[config.mk]
export PLATFORM = sky130hd
export DESIGN_NAME = led_sequencer
export DESIGN_NICKNAME = d
export VERILOG_FILES = /design/src/rtl/led_sequencer.sv
export SDC_FILE = /design/constraint.sdc
export NUM_CORES = 1
export LEC_CHECK = 0
export CAP_MARGIN = 10
export CORE_ASPECT_RATIO = 1.25
export CORE_MARGIN = 4
export CORE_UTILIZATION = 40
export CTS_CLUSTER_DIAMETER = 40
export CTS_CLUSTER_SIZE = 40
export DETAILED_ROUTE_END_ITERATION = 10
export SYNTH_ARGS = -nofsm -noshare
export SYNTH_HDL_FRONTEND = slang
export SYNTH_SLANG_ARGS = --single-unit
[constraint.sdc]
create_clock -name SYSCLK -period 2.2 [get_ports SYSCLK]
set_input_delay 0.33 -clock SYSCLK [delete_from_list [all_inputs] [get_ports SYSCLK]]
set_output_delay 0.33 -clock SYSCLK [all_outputs]
set_load 0.02 [all_outputs]
[src/rtl/led_sequencer.sv]
// led_sequencer: button-stepped LED pattern generator driven by a prescaled tick
module led_sequencer #(
  parameter int TICK_DIV        = 25000000,
  parameter int N_LEDS          = 3,
  parameter int DEBOUNCE_CYCLES = 250000
) (
  input  logic              SYSCLK,
  input  logic              RST_N,
  input  logic              PANO_BUTTON,
  output logic [N_LEDS-1:0] LED,
  output logic [1:0]        MODE,
  output logic              TICK,
  output logic              PRESS
);
  localparam int PW = $clog2(TICK_DIV);
  localparam int DW = $clog2(DEBOUNCE_CYCLES + 1);
  localparam logic [PW-1:0] P_LAST = PW'(TICK_DIV - 1);
  localparam logic [DW-1:0] D_LAST = DW'(DEBOUNCE_CYCLES - 1);

  typedef enum logic [1:0] {M_COUNT, M_WALK, M_BLINK, M_HOLD} mode_t;

  mode_t             r_mode;
  logic              r_sync1, r_sync2, r_db_level, r_db_prev, r_tick, r_press;
  logic [DW-1:0]     r_db_cnt;
  logic [PW-1:0]     r_presc;
  logic [N_LEDS-1:0] r_led;

  logic              w_press, w_tick;
  mode_t             w_next_mode;
  logic [N_LEDS-1:0] w_led_init, w_led_step;

  // A debounced rising edge wins over a tick landing in the same cycle
  assign w_press     = r_db_level & ~r_db_prev;
  assign w_tick      = (r_presc == P_LAST) & ~w_press;
  assign w_next_mode = mode_t'(r_mode + 2'd1);
  assign w_led_init  = (w_next_mode == M_WALK) ? N_LEDS'(1) :
                       (w_next_mode == M_HOLD) ? r_led : '0;
  assign w_led_step  = (r_mode == M_COUNT) ? r_led + N_LEDS'(1) :
                       (r_mode == M_WALK)  ? (r_led << 1) | (r_led >> (N_LEDS - 1)) :
                       (r_mode == M_BLINK) ? ~r_led : r_led;

  // Two-flop synchroniser for the raw button
  always_ff @(posedge SYSCLK or negedge RST_N) begin
    if (!RST_N) begin
      r_sync1 <= 1'b0;
      r_sync2 <= 1'b0;
    end else begin
      r_sync1 <= PANO_BUTTON;
      r_sync2 <= r_sync1;
    end
  end

  // Debounce: adopt the synchronised level once it has disagreed for DEBOUNCE_CYCLES cycles
  always_ff @(posedge SYSCLK or negedge RST_N) begin
    if (!RST_N) begin
      r_db_cnt   <= '0;
      r_db_level <= 1'b0;
      r_db_prev  <= 1'b0;
    end else begin
      r_db_prev <= r_db_level;
      if (r_sync2 == r_db_level) begin
        r_db_cnt <= '0;
      end else if (r_db_cnt == D_LAST) begin
        r_db_level <= r_sync2;
        r_db_cnt   <= '0;
      end else begin
        r_db_cnt <= r_db_cnt + DW'(1);
      end
    end
  end

  // Mode state machine, prescaler and registered pattern/strobe outputs
  always_ff @(posedge SYSCLK or negedge RST_N) begin
    if (!RST_N) begin
      r_mode  <= M_COUNT;
      r_led   <= '0;
      r_presc <= '0;
      r_tick  <= 1'b0;
      r_press <= 1'b0;
    end else if (w_press) begin
      r_mode  <= w_next_mode;
      r_led   <= w_led_init;
      r_presc <= '0;
      r_tick  <= 1'b0;
      r_press <= 1'b1;
    end else begin
      r_press <= 1'b0;
      r_tick  <= w_tick;
      r_presc <= w_tick ? '0 : r_presc + PW'(1);
      if (w_tick) r_led <= w_led_step;
    end
  end

  assign LED   = r_led;
  assign MODE  = r_mode;
  assign TICK  = r_tick;
  assign PRESS = r_press;
endmodule

# Word-level counts from Yosys, hierarchy flattened
# Cells that the tools add are included.
# totals
regBits,54
inputBits,3
output_inout_bits,7
word_cells,47
# op_classes
addsub,4
eq_ne,8
mux,13
n_bitwise,7
reduce_logical,5
# op_table
cell,n
$mux W25,2
$mux W18,2
$add A25 B1 Y25 const B,1
$eq A25 B25 Y1 const B,1
$mux W3,7
$add A18 B1 Y18 const B,1
$eq A18 B18 Y1 const B,1
$eq A2 B1 Y1 const B,2
$eq A2 B2 Y1 const B,2
$reduce_bool A4 Y1,1
$add A3 B1 Y3 const B,1
$ne A3 B3 Y1 const B,1
$not A1 Y1,3
$not A3 Y3,1
$or A3 B1 Y3,1
$reduce_and A3 Y1,1
$add A2 B1 Y2 const B,1
$and A1 B1 Y1,2
$logic_not A2 Y1,1
$mux W1,2
$reduce_and A2 Y1,1
$reduce_bool A2 Y1,1
$eq A1 B1 Y1,1

# Logic depth before layout (Yosys ltp)
# Gate-level depths: netlist (run 1).
# depth
depth_word,6
mapped_depth,7
depth_no_buf,7

# Least setup slack after synthesis (run 1)
# OpenSTA, ideal clock, no wires.
# synth_path
kind,flip-flop to flip-flop
start,reg r_presc[0]
end,reg r_led[0] (netlist: LED[0])
setup_time_ns,0.125
t_arrival_ns,1.817
required_time_ns,2.075
slack_ns,0.258
path_stages_with_launch,7
path_buffers,0
synth_period_minus_slack_ns,1.942
path_cell_list,dfrtp_1 > ha_1 > and3_1 > nand3_1 > or4_4 > a21o_1 > mux2_4
# synth_via
elab_chain_cells,4
# synth_lines
element,line_no,source
start: declaration,25,logic [PW-1:0] r_presc;
start signal: assignment,89,r_presc <= w_tick ? '0 : r_presc + PW'(1);
$eq A25 B25 Y1,34,assign w_tick = (r_presc == P_LAST) & ~w_press;
$and A1 B1 Y1,34,
$reduce_bool A2 Y1 (no line),n/a,
$reduce_and A3 Y1 (no line),n/a,
end signal: assignment,82,r_led <= w_led_init;
end signal: assignment,90,if (w_tick) r_led <= w_led_step;
end: declaration,26,logic [N_LEDS-1:0] r_led;
# Every way passes these cells.
# A chain may end at the register's enable or synchronous reset.

# Worst setup path after layout (run 1)
# Same ends and word-level chain as after synthesis.

==> results of run 1 <==
[registers in the layout, summed over array words and instances, names as in the netlist]
signal      count
r_db_level      1
r_db_prev       1
LED             3
r_db_cnt       18
MODE            2
r_sync1         1
TICK            1
r_sync2         1
r_presc        25
PRESS           1
[cell usage after synthesis (all sizes together), types with 5 or more instances]
library cell and instances:
nand4 14, nor2 56, inv 7, and3 5, xnor2 16, ha 6, nand3 16, nor4 7
o21ai 5, xor2 25, nand2 17, dfrtp 54
[cells by family (layout without fill, tap and decap cells)]
kind of cell	count (synthesis)	count (layout)	synth area share [%]
xor gates and xnor gates	41	41	13.9
DFF	54	54	52.4
AOI/OAI and AO/OA	12	12	2.86
adders and majority gates	6	6	2.91
and+or+nand+nor	130	130	24.5
buffers and inverters	13	27	2.04
muxes	3	3	1.41
[stage by stage]
| stage | setup slack, ns | hold slack, ns |
|---|---|---|
| 2_1_floorplan | 0.258 | 0.0344 |
| 3_3_place_gp | 0.202 | 0.337 |
| 3_5_place_dp | 0.161 | 0.335 |
| 4_1_cts | 0.170 | 0.165 |
| 5_1_grt | 0.0720 | 0.214 |
| 6_report | 0.171 | 0.144 |
[how the worst max path moves through the flow]
stage               slack, ns                  from                  to
global placement         0.20  r_presc[0]$_DFF_PN0_  LED[0]$_DFFE_PN0P_
CTS                      0.17  r_presc[0]$_DFF_PN0_  LED[0]$_DFFE_PN0P_
detailed placement       0.16  r_presc[0]$_DFF_PN0_  LED[0]$_DFFE_PN0P_
floorplan                0.26  r_presc[0]$_DFF_PN0_  LED[0]$_DFFE_PN0P_
finish                   0.17  r_presc[0]$_DFF_PN0_  LED[0]$_DFFE_PN0P_
global route             0.07  r_presc[0]$_DFF_PN0_  LED[0]$_DFFE_PN0P_
[power groups by stage]
stage | combinational [W] | clock (W) | sequential [W]
CTS | 0.0000394 | 0.000698 | 0.00100
finish | 0.0000365 | 0.000667 | 0.00100
global placement | 0.0000390 | 0 | 0.00102
detailed placement | 0.0000391 | 0 | 0.00102
floorplan | 0.0000122 | 0 | 0.00102
global route | 0.0000452 | 0.000732 | 0.00100
[cell type report]
type / instances / area [sq um]
clock inverter: 1 / 30.0
clock buffer: 6 / 82.6
tap: 85 / 106
inverter: 7 / 26.3
multi-input combinational: 192 / 1180
timing repair buffer: 13 / 128
sequential: 54 / 1350
fill: 590 / 3310
[routing by layer]
layer	part of all wire (%)	vias to the layer above
met5	0	-
met4	1.4	0
met3	2.4	4
met2	49	19
met1	47	849
li1	-	901
[critical path, stage by stage, from the launching register on]
cell and delay [ns]:
dfrtp_1 0.41, ha_1 0.21, and3_1 0.20, nand3_1 0.11
or4_4 0.47, a21o_1 0.24, mux2_4 0.29
==> impl_metrics.json, run 1 <==
{
  "dieArea_sq_um": 7810,
  "cts_sinks": 54,
  "syn_inst": 259,
  "r2r-end": "LED[0]$_DFFE_PN0P_",
  "maxCapViolCount": 0,
  "mostFrequentLayoutCell": "nor2_1",
  "path_class": "reg -> reg",
  "worstPathArrival_ns": 2.22,
  "syn2layout_area_growth_pct": 12.4,
  "fp-row-count": 32,
  "rsz0062_at_grt": "false",
  "clockBufferDepth": 2,
  "powerDensity_nw_per_um2": 588,
  "clock_latency_ns": 0.30,
  "vias": 1773,
  "min_path_type": "in -> async",
  "leakagePower_nw": 1.27,
  "via_per_inst": 4.95,
  "core-area_sq_um": 6210,
  "cts_buffers": 5,
  "ys_types": 34,
  "drive_gt1_share_pct": 6.96,
  "final_hold_viol_count": 0,
  "netlist_area_sq_um": 2580,
  "setup_violations": 0,
  "placed_cell_area_sq_um": 2790,
  "grt-ovfl-total": 0,
  "p_int_w": 0.00137,
  "fmax_mhz": 493,
  "grt_util_all_layers_pct": 13.1,
  "dr.first_iter.drc_count": 44,
  "p_total_w": 0.00171,
  "antenna_cells": 0,
  "cts_resized": 0,
  "grt_pass1_wl_mm": 8.32,
  "nets": 282,
  "ioPinCount": 10,
  "async_flop_share_pct": 100,
  "synth.avg_cell_area_sq_um": 9.96,
  "tightest_slew_ns": 0.661,
  "dp_hpwl_mm": 3.07,
  "post-place-cells": 351,
  "p_seq_share_pct": 58.8,
  "gr-usage-met2_pct": 21.8,
  "combPwrFrac_pct": 2.1,
  "layout.cells.non_filler": 358,
  "syn-num-nets": 268,
  "grt_max_degree": 55,
  "skew_ns": 0.0123,
  "fin_crit_ns": 2.03,
  "grt_pass1_vias": 1810,
  "wl_per_cell_microns": 12.3,
  "initial_core_util_pct": 41.6,
  "antenna_found_initial": 0,
  "synth_edf_count": 0,
  "firstDrtPassIters": 4,
  "place.gp.congestion": 0.726,
  "die_w_microns": 79.8,
  "numPortBuffers": 9,
  "synth.top_cell.area_share_pct": 52.4,
  "finalCritPeriodShare_pct": 92.2,
  "ys_ff_latch": 54,
  "status": "complete, no violations",
  "drc": 0,
  "tns_ns": 0,
  "cts_tree": "built",
  "routed_wl_mm": 4.40,
  "rr_worst_depth": 6,
  "yosys-top-cells-area": "dfrtp_1 (52%), xor2_1 (8.5%), nor2_1 (8.1%), xnor2_1 (5.4%), nand4_1 (3.4%)",
  "critPathLaunchType": "register",
  "synth_warnings": 0,
  "use_met3_pct": 2.21,
  "regToRegSetupSlack_ns": 0.17,
  "fin_util_pct": 46.7,
  "layout_common_cells": "nor2_1 (56), dfrtp_1 (54), xor2_1 (25)",
  "post-cts-setup-buffers": 0,
  "final_max_slew_viol_count": 0,
  "ys.flop_type": "dfrtp_1",
  "grt-busiest-layer": "met2",
  "r2r-start": "r_presc[0]$_DFF_PN0_",
  "cts.clk_slew.worst_paths_ns": 0.09,
  "hold_buffers": 0,
  "slew_headroom_pct": 56.0,
  "clkPwrFrac_pct": 39.1,
  "vdd_ir_drop_max_v": 0.000380,
  "netlist.top_cell.by_area": "dfrtp_1",
  "root_buffer": "clkbuf_8",
  "die_y_microns": 97.8,
  "ant_nets": 0,
  "htreeDepth": 2,
  "p_sw_w": 0.000334,
  "required_ns": 2.39,
  "end_kind": "register",
  "grt_util_met1_pct": 16.8,
  "netSwitchingFraction_pct": 19.6,
  "critPathMaxFanout": 5,
  "final_area_sq_um": 2900,
  "ys_seq_area_share_pct": 52.4
}
Note: power is estimated with default switching activity, not from simulation.
==> run 2, diff against run 1 <==
--- a/config.mk
+++ b/config.mk
@@ -12,6 +12,7 @@
 export CTS_CLUSTER_DIAMETER = 40
 export CTS_CLUSTER_SIZE = 40
 export DETAILED_ROUTE_END_ITERATION = 10
+export SLEW_MARGIN = 20
 export SYNTH_ARGS = -nofsm -noshare
 export SYNTH_HDL_FRONTEND = slang
 export SYNTH_SLANG_ARGS = --single-unit
==> results of run 2 <==
No change in the layout: final DEF, timing and power equal those of run 1.
==> run 3, diff against run 2 <==
--- a/config.mk
+++ b/config.mk
@@ -12,7 +12,7 @@
 export CTS_CLUSTER_DIAMETER = 40
 export CTS_CLUSTER_SIZE = 40
 export DETAILED_ROUTE_END_ITERATION = 10
-export SLEW_MARGIN = 20
+export SLEW_MARGIN = 25
 export SYNTH_ARGS = -nofsm -noshare
 export SYNTH_HDL_FRONTEND = slang
 export SYNTH_SLANG_ARGS = --single-unit
==> results of run 3 <==
No change in the layout: final DEF, timing and power equal those of run 1.
==> RTL change 1, RTL diff (flow settings as in run 3) <==
The parameter `TICK_DIV` goes from 25000000 to 12500000.
--- a/src/rtl/led_sequencer.sv
+++ b/src/rtl/led_sequencer.sv
@@ -1,5 +1,5 @@
 // led_sequencer: button-stepped LED pattern generator driven by a prescaled tick
 module led_sequencer #(
-  parameter int TICK_DIV        = 25000000,
+  parameter int TICK_DIV        = 12500000,
   parameter int N_LEDS          = 3,
   parameter int DEBOUNCE_CYCLES = 250000
Function: no difference found for any inputs over 10 cycles, from zero or initial values and one cycle with RST_N low; that may be too few to reach the edited logic, so the function may still have changed.
==> RTL change 1 against run 3 <==
  * Hold slack got worse by 120 ps
  * Critical endpoint is now LED[2]
  * Non-clock buffer count increased by 1
  * Synthesized area increased by 1.0%
  * Final area increased by 1.0%
  * Routed wire length increased by 3.8%
  * Power increased by 5.0%
  * Largest power group unchanged
  * Sequential cell count decreased by 1
  * Setup slack improved by 320 ps
==> RTL change 1: results (changes against run 3) <==
| Metric | Value |
|---|---|
| Status | complete, no violations (unchanged) |
| Fin cells | 357 (was 358) |
| Top post-synthesis cells by count | dfrtp_1 (53), nor2_1 (51), xor2_1 (27), nand3_1 (21), nand2_1 (17) (was nor2_1 (56), dfrtp_1 (54), xor2_1 (25), nand2_1 (17)) |
| Pre-CTS WS | 534.7 ps (was 161.5 ps) |
| Placer's final routability congestion estimate | 0.8536 (was 0.7263) |
| Reg2Reg Capture Point | r_db_cnt[7] (was LED[0]) |
| Post-CTS setup buffer count | 0 (unchanged) |
| R2r setup slk | 550 ps (was 170 ps) |
| Synth unique cells | 40 (was 34) |
| Pleak | 1.284 nW (was 1.270 nW) |
| First-pass GRT wire length | 8073 µm (was 8321 µm) |
| Vias post-DR | 1790 (was 1773) |
| Synth area leaders | dfrtp_1 (51%), xor2_1 (9.1%), nor2_1 (7.3%), xnor2_1 (4.7%), nand3_1 (4.0%) (was dfrtp_1 (52%), xor2_1 (8.5%), nor2_1 (8.1%), xnor2_1 (5.4%), nand4_1 (3.4%)) |
| Detailed route wirelength on metal3 | 146 µm (was 106 µm) |
| Commonest non-fill, non-tap cell in the layout | dfrtp_1 (was nor2_1) |
| Origin of the critical flop-to-flop path | r_db_cnt[0] (was r_presc[0]) |
| Sequential area share after synthesis | 0.5089 (was 0.5238) |
| Global Route met3 Usage | 0.03044 (was 0.02214) |
| Detailed Place HPWL | 3335 µm (was 3069 µm) |
| Total GRT Usage | 0.1279 (was 0.1311) |
| Crit path from | LED[2] (was r_presc[0]) |
| Syn_nets | 265 (was 268) |
| Switching pwr | 0.0003471 W (was 0.0003342 W) |
| Post-Synthesis Cells | 256 (was 259) |
| Placed cell count | 349 (was 351) |
| Final Cell Area | 0.002930 mm² (was 0.002900 mm²) |
| Met2 Resource Use GR | 0.2181 (was 0.2180) |
| CP delay by family, top | buffers and inverters (was simple AND/OR/NAND/NOR gates) |
| Post-layout net count | 280 (was 282) |
| M1 GR Usage | 0.1566 (was 0.1682) |
| Setup ws final | 490.0 ps (was 171.0 ps) |
| Setup crit end | LED[2] (was LED[0]) |
| CP max-delay cell | clkdlybuf4s50_1 (was or4_4) |
| Peak supply drop | 0.4011 mV (was 0.3803 mV) |
| Worst-margin pin slew | 606.9 ps (was 660.6 ps) |
| Largest net degree at the start of global routing | 29 (was 55) |
| Fillers | 614 (was 590) |
| Final wirelength | 4565 µm (was 4399 µm) |
| DRT met1 WL | 2016 µm (was 2071 µm) |
| Skew final | 10.69 ps (was 12.35 ps) |
[RTL change 1: logic make-up after synthesis]
group	synth area share
simple gates	0.2511
flops	0.5089
xor+xnor	0.1378
buf+inv	0.03121
compound gates	0.03409
fa+ha+maj	0.02880
mux	0.008161
[RTL change 1: area by class of cell]
cell class              instances  share of cell area
clock buffers                   5             0.02348
clock inverters                 3             0.02220
inverters                       8             0.01025
multi-input cells             189              0.4091
flip-flops and latches         53              0.4526
well taps                      85             0.03629
repair buffers                 14             0.04611
[RTL change 1: power groups by stage]
stage | Sequential (W) | Clock (W) | Combinational [W]
2_1_floorplan | 0.00100 | 0 | 0.0000179
3_3_place_gp | 0.00100 | 0 | 0.0000437
3_5_place_dp | 0.00100 | 0 | 0.0000451
4_1_cts | 0.000985 | 0.000798 | 0.0000450
5_1_grt | 0.000986 | 0.000835 | 0.0000510
6_report | 0.000984 | 0.000765 | 0.0000421
==> RTL change 2, RTL diff (config.mk and constraints of run 3) <==
Made on the original files. Reset style: synchronous (`RST_N`), changed in 3 clocked blocks.
--- a/src/rtl/led_sequencer.sv
+++ b/src/rtl/led_sequencer.sv
@@ -41,5 +41,5 @@
 
   // Two-flop synchroniser for the raw button
-  always_ff @(posedge SYSCLK or negedge RST_N) begin
+  always_ff @(posedge SYSCLK) begin
     if (!RST_N) begin
       r_sync1 <= 1'b0;
@@ -52,5 +52,5 @@
 
   // Debounce: adopt the synchronised level once it has disagreed for DEBOUNCE_CYCLES cycles
-  always_ff @(posedge SYSCLK or negedge RST_N) begin
+  always_ff @(posedge SYSCLK) begin
     if (!RST_N) begin
       r_db_cnt   <= '0;
@@ -71,5 +71,5 @@
 
   // Mode state machine, prescaler and registered pattern/strobe outputs
-  always_ff @(posedge SYSCLK or negedge RST_N) begin
+  always_ff @(posedge SYSCLK) begin
     if (!RST_N) begin
       r_mode  <= M_COUNT;
Behaviour: no difference found for any inputs over 10 cycles, from zero or initial values and one cycle with RST_N low; that may be too few to reach the edited logic, so the function may still have changed.
==> RTL change 2 against run 3 <==
  * Global-route usage decreased by 0.11 points
  * Clock power decreased by 3.3%
  * Final area shrank 3.8%
  * First-iteration DRC count decreased by 36%
  * Routed wire length rose by 1.0%
  * Power shrank 2.0%
  * Setup slack improved by 260 ps
  * Combinational power grew 1%
  * Non-clock buffer count unchanged
  * Sequential cell count is the same
  * Hold slack better by 300 ps
  * Synthesized area decreased by 3.7%
  * Highest routed layer unchanged
==> RTL change 2: results (changes against run 3) <==
| Metric | Value |
|---|---|
| Status | complete, no violations (unchanged) |
| Largest net degree at the start of global routing | 25 (was 55) |
| Worst-margin pin slew | 502.4 ps (was 660.6 ps) |
| Pre-CTS WS | 420.8 ps (was 161.5 ps) |
| H-tree depth | 2 (unchanged) |
| Total GRT Usage | 0.1300 (was 0.1311) |
| Placed cell areas | 0.002685 mm² (was 0.002788 mm²) |
| Synth area leaders | dfxtp_1 (44%), xor2_1 (8.8%), nor2_1 (7.9%), xnor2_1 (5.3%), nand2_1 (3.9%) (was dfrtp_1 (52%), xor2_1 (8.5%), nor2_1 (8.1%), xnor2_1 (5.4%), nand4_1 (3.4%)) |
| Async set or reset register ratio after synthesis | 0 (was 1.000) |
| Post-CTS setup buffer count | 0 (unchanged) |
| Vias in the first global route | 1821 (was 1810) |
| Sequential area share after synthesis | 0.4350 (was 0.5238) |
| Biggest register | r_presc (unchanged) |
| Skew final | 9.025 ps (was 12.35 ps) |
| Top post-synthesis cells by count | dfxtp_1 (54), nor2_1 (52), nand2_1 (26), xor2_1 (25), nand3_1 (17) (was nor2_1 (56), dfrtp_1 (54), xor2_1 (25), nand2_1 (17)) |
| Peak supply drop | 0.2748 mV (was 0.3803 mV) |
| Hold/Removal Path Class | reg2reg (was in2async) |
| Met2 Wirelength | 2189 µm (was 2156 µm) |
| First-pass GRT wire length | 7990 µm (was 8321 µm) |
| Part of the power in the clock network | 0.386 (was 0.391) |
| DRT met1 WL | 2133 µm (was 2071 µm) |
| Via density | 4.987 (was 4.953) |
| Placed cell count | 367 (was 351) |
| CP max-delay cell | nor4_1 (was or4_4) |
| WHS | 446.0 ps (was 144.2 ps) |
| Fraction of layout instances using a drive strength above 1 | 0.07509 (was 0.06960) |
| Detailed Place HPWL | 3218 µm (was 3069 µm) |
| P_comb | 0.0000369 W (was 0.0000365 W) |
| Crit path from | r_db_cnt[0] (was r_presc[0]) |
| Pleak | 0.9609 nW (was 1.270 nW) |
| Iter 0 DRT Violations | 28 (was 44) |
| Final wirelength | 4445 µm (was 4399 µm) |
| Worst-Skew Late Latency | 300 ps (about the same) |
| Met2 Resource Use GR | 0.2250 (was 0.2180) |
| M1 GR Usage | 0.1607 (was 0.1682) |
| Post-Synthesis Cells | 276 (was 259) |
| Global Route met3 Usage | 0.02809 (was 0.02214) |
| R2r setup slk | 430 ps (was 170 ps) |
| Worst path arrival time | 1960 ps (was 2220 ps) |
| Syn_nets | 285 (was 268) |
| P_int | 0.001340 W (was 0.001372 W) |
| Synth unique cells | 42 (was 34) |
| Post-layout net count | 301 (was 282) |
| Fin cells | 375 (was 358) |
| Placer's final routability congestion estimate | 0.7575 (was 0.7263) |
| Critical Path Fanout Max | 11 (was 5) |
| Setup crit end | r_db_cnt[5] (was LED[0]) |
RTL change 2: changes by cell type in the layout (fill, tap and decap cells not counted), moves of 3 or more:
cell,change
nand2_1,+9
nand4_1,-5
dfrtp_1,-54
inv_1,+3
nor2_1,-4
dfxtp_1,+54
RTL change 2: cell families (layout without fill, tap and decap cells):
| family | Yosys count | count (layout) | synth area share |
|---|---|---|---|
| muxes | 2 | 2 | 0.008560 |
| AOI/OAI and AO/OA | 17 | 17 | 0.05237 |
| and+or+nand+nor | 144 | 144 | 0.3102 |
| DFF | 54 | 54 | 0.4350 |
| buffers and inverters | 13 | 30 | 0.02266 |
| xor gates and xnor gates | 40 | 40 | 0.1410 |
| adders and majority gates | 6 | 6 | 0.03021 |
RTL change 2: layout make-up:
type,instances,area (µm²)
multi-input combinational,209,1348
clock buffer,7,76.32
sequential,54,1081
inverter,9,33.78
timing repair buffer,13,120.1
clock inverter,1,30.03
fill,593,3104
tap,82,102.6
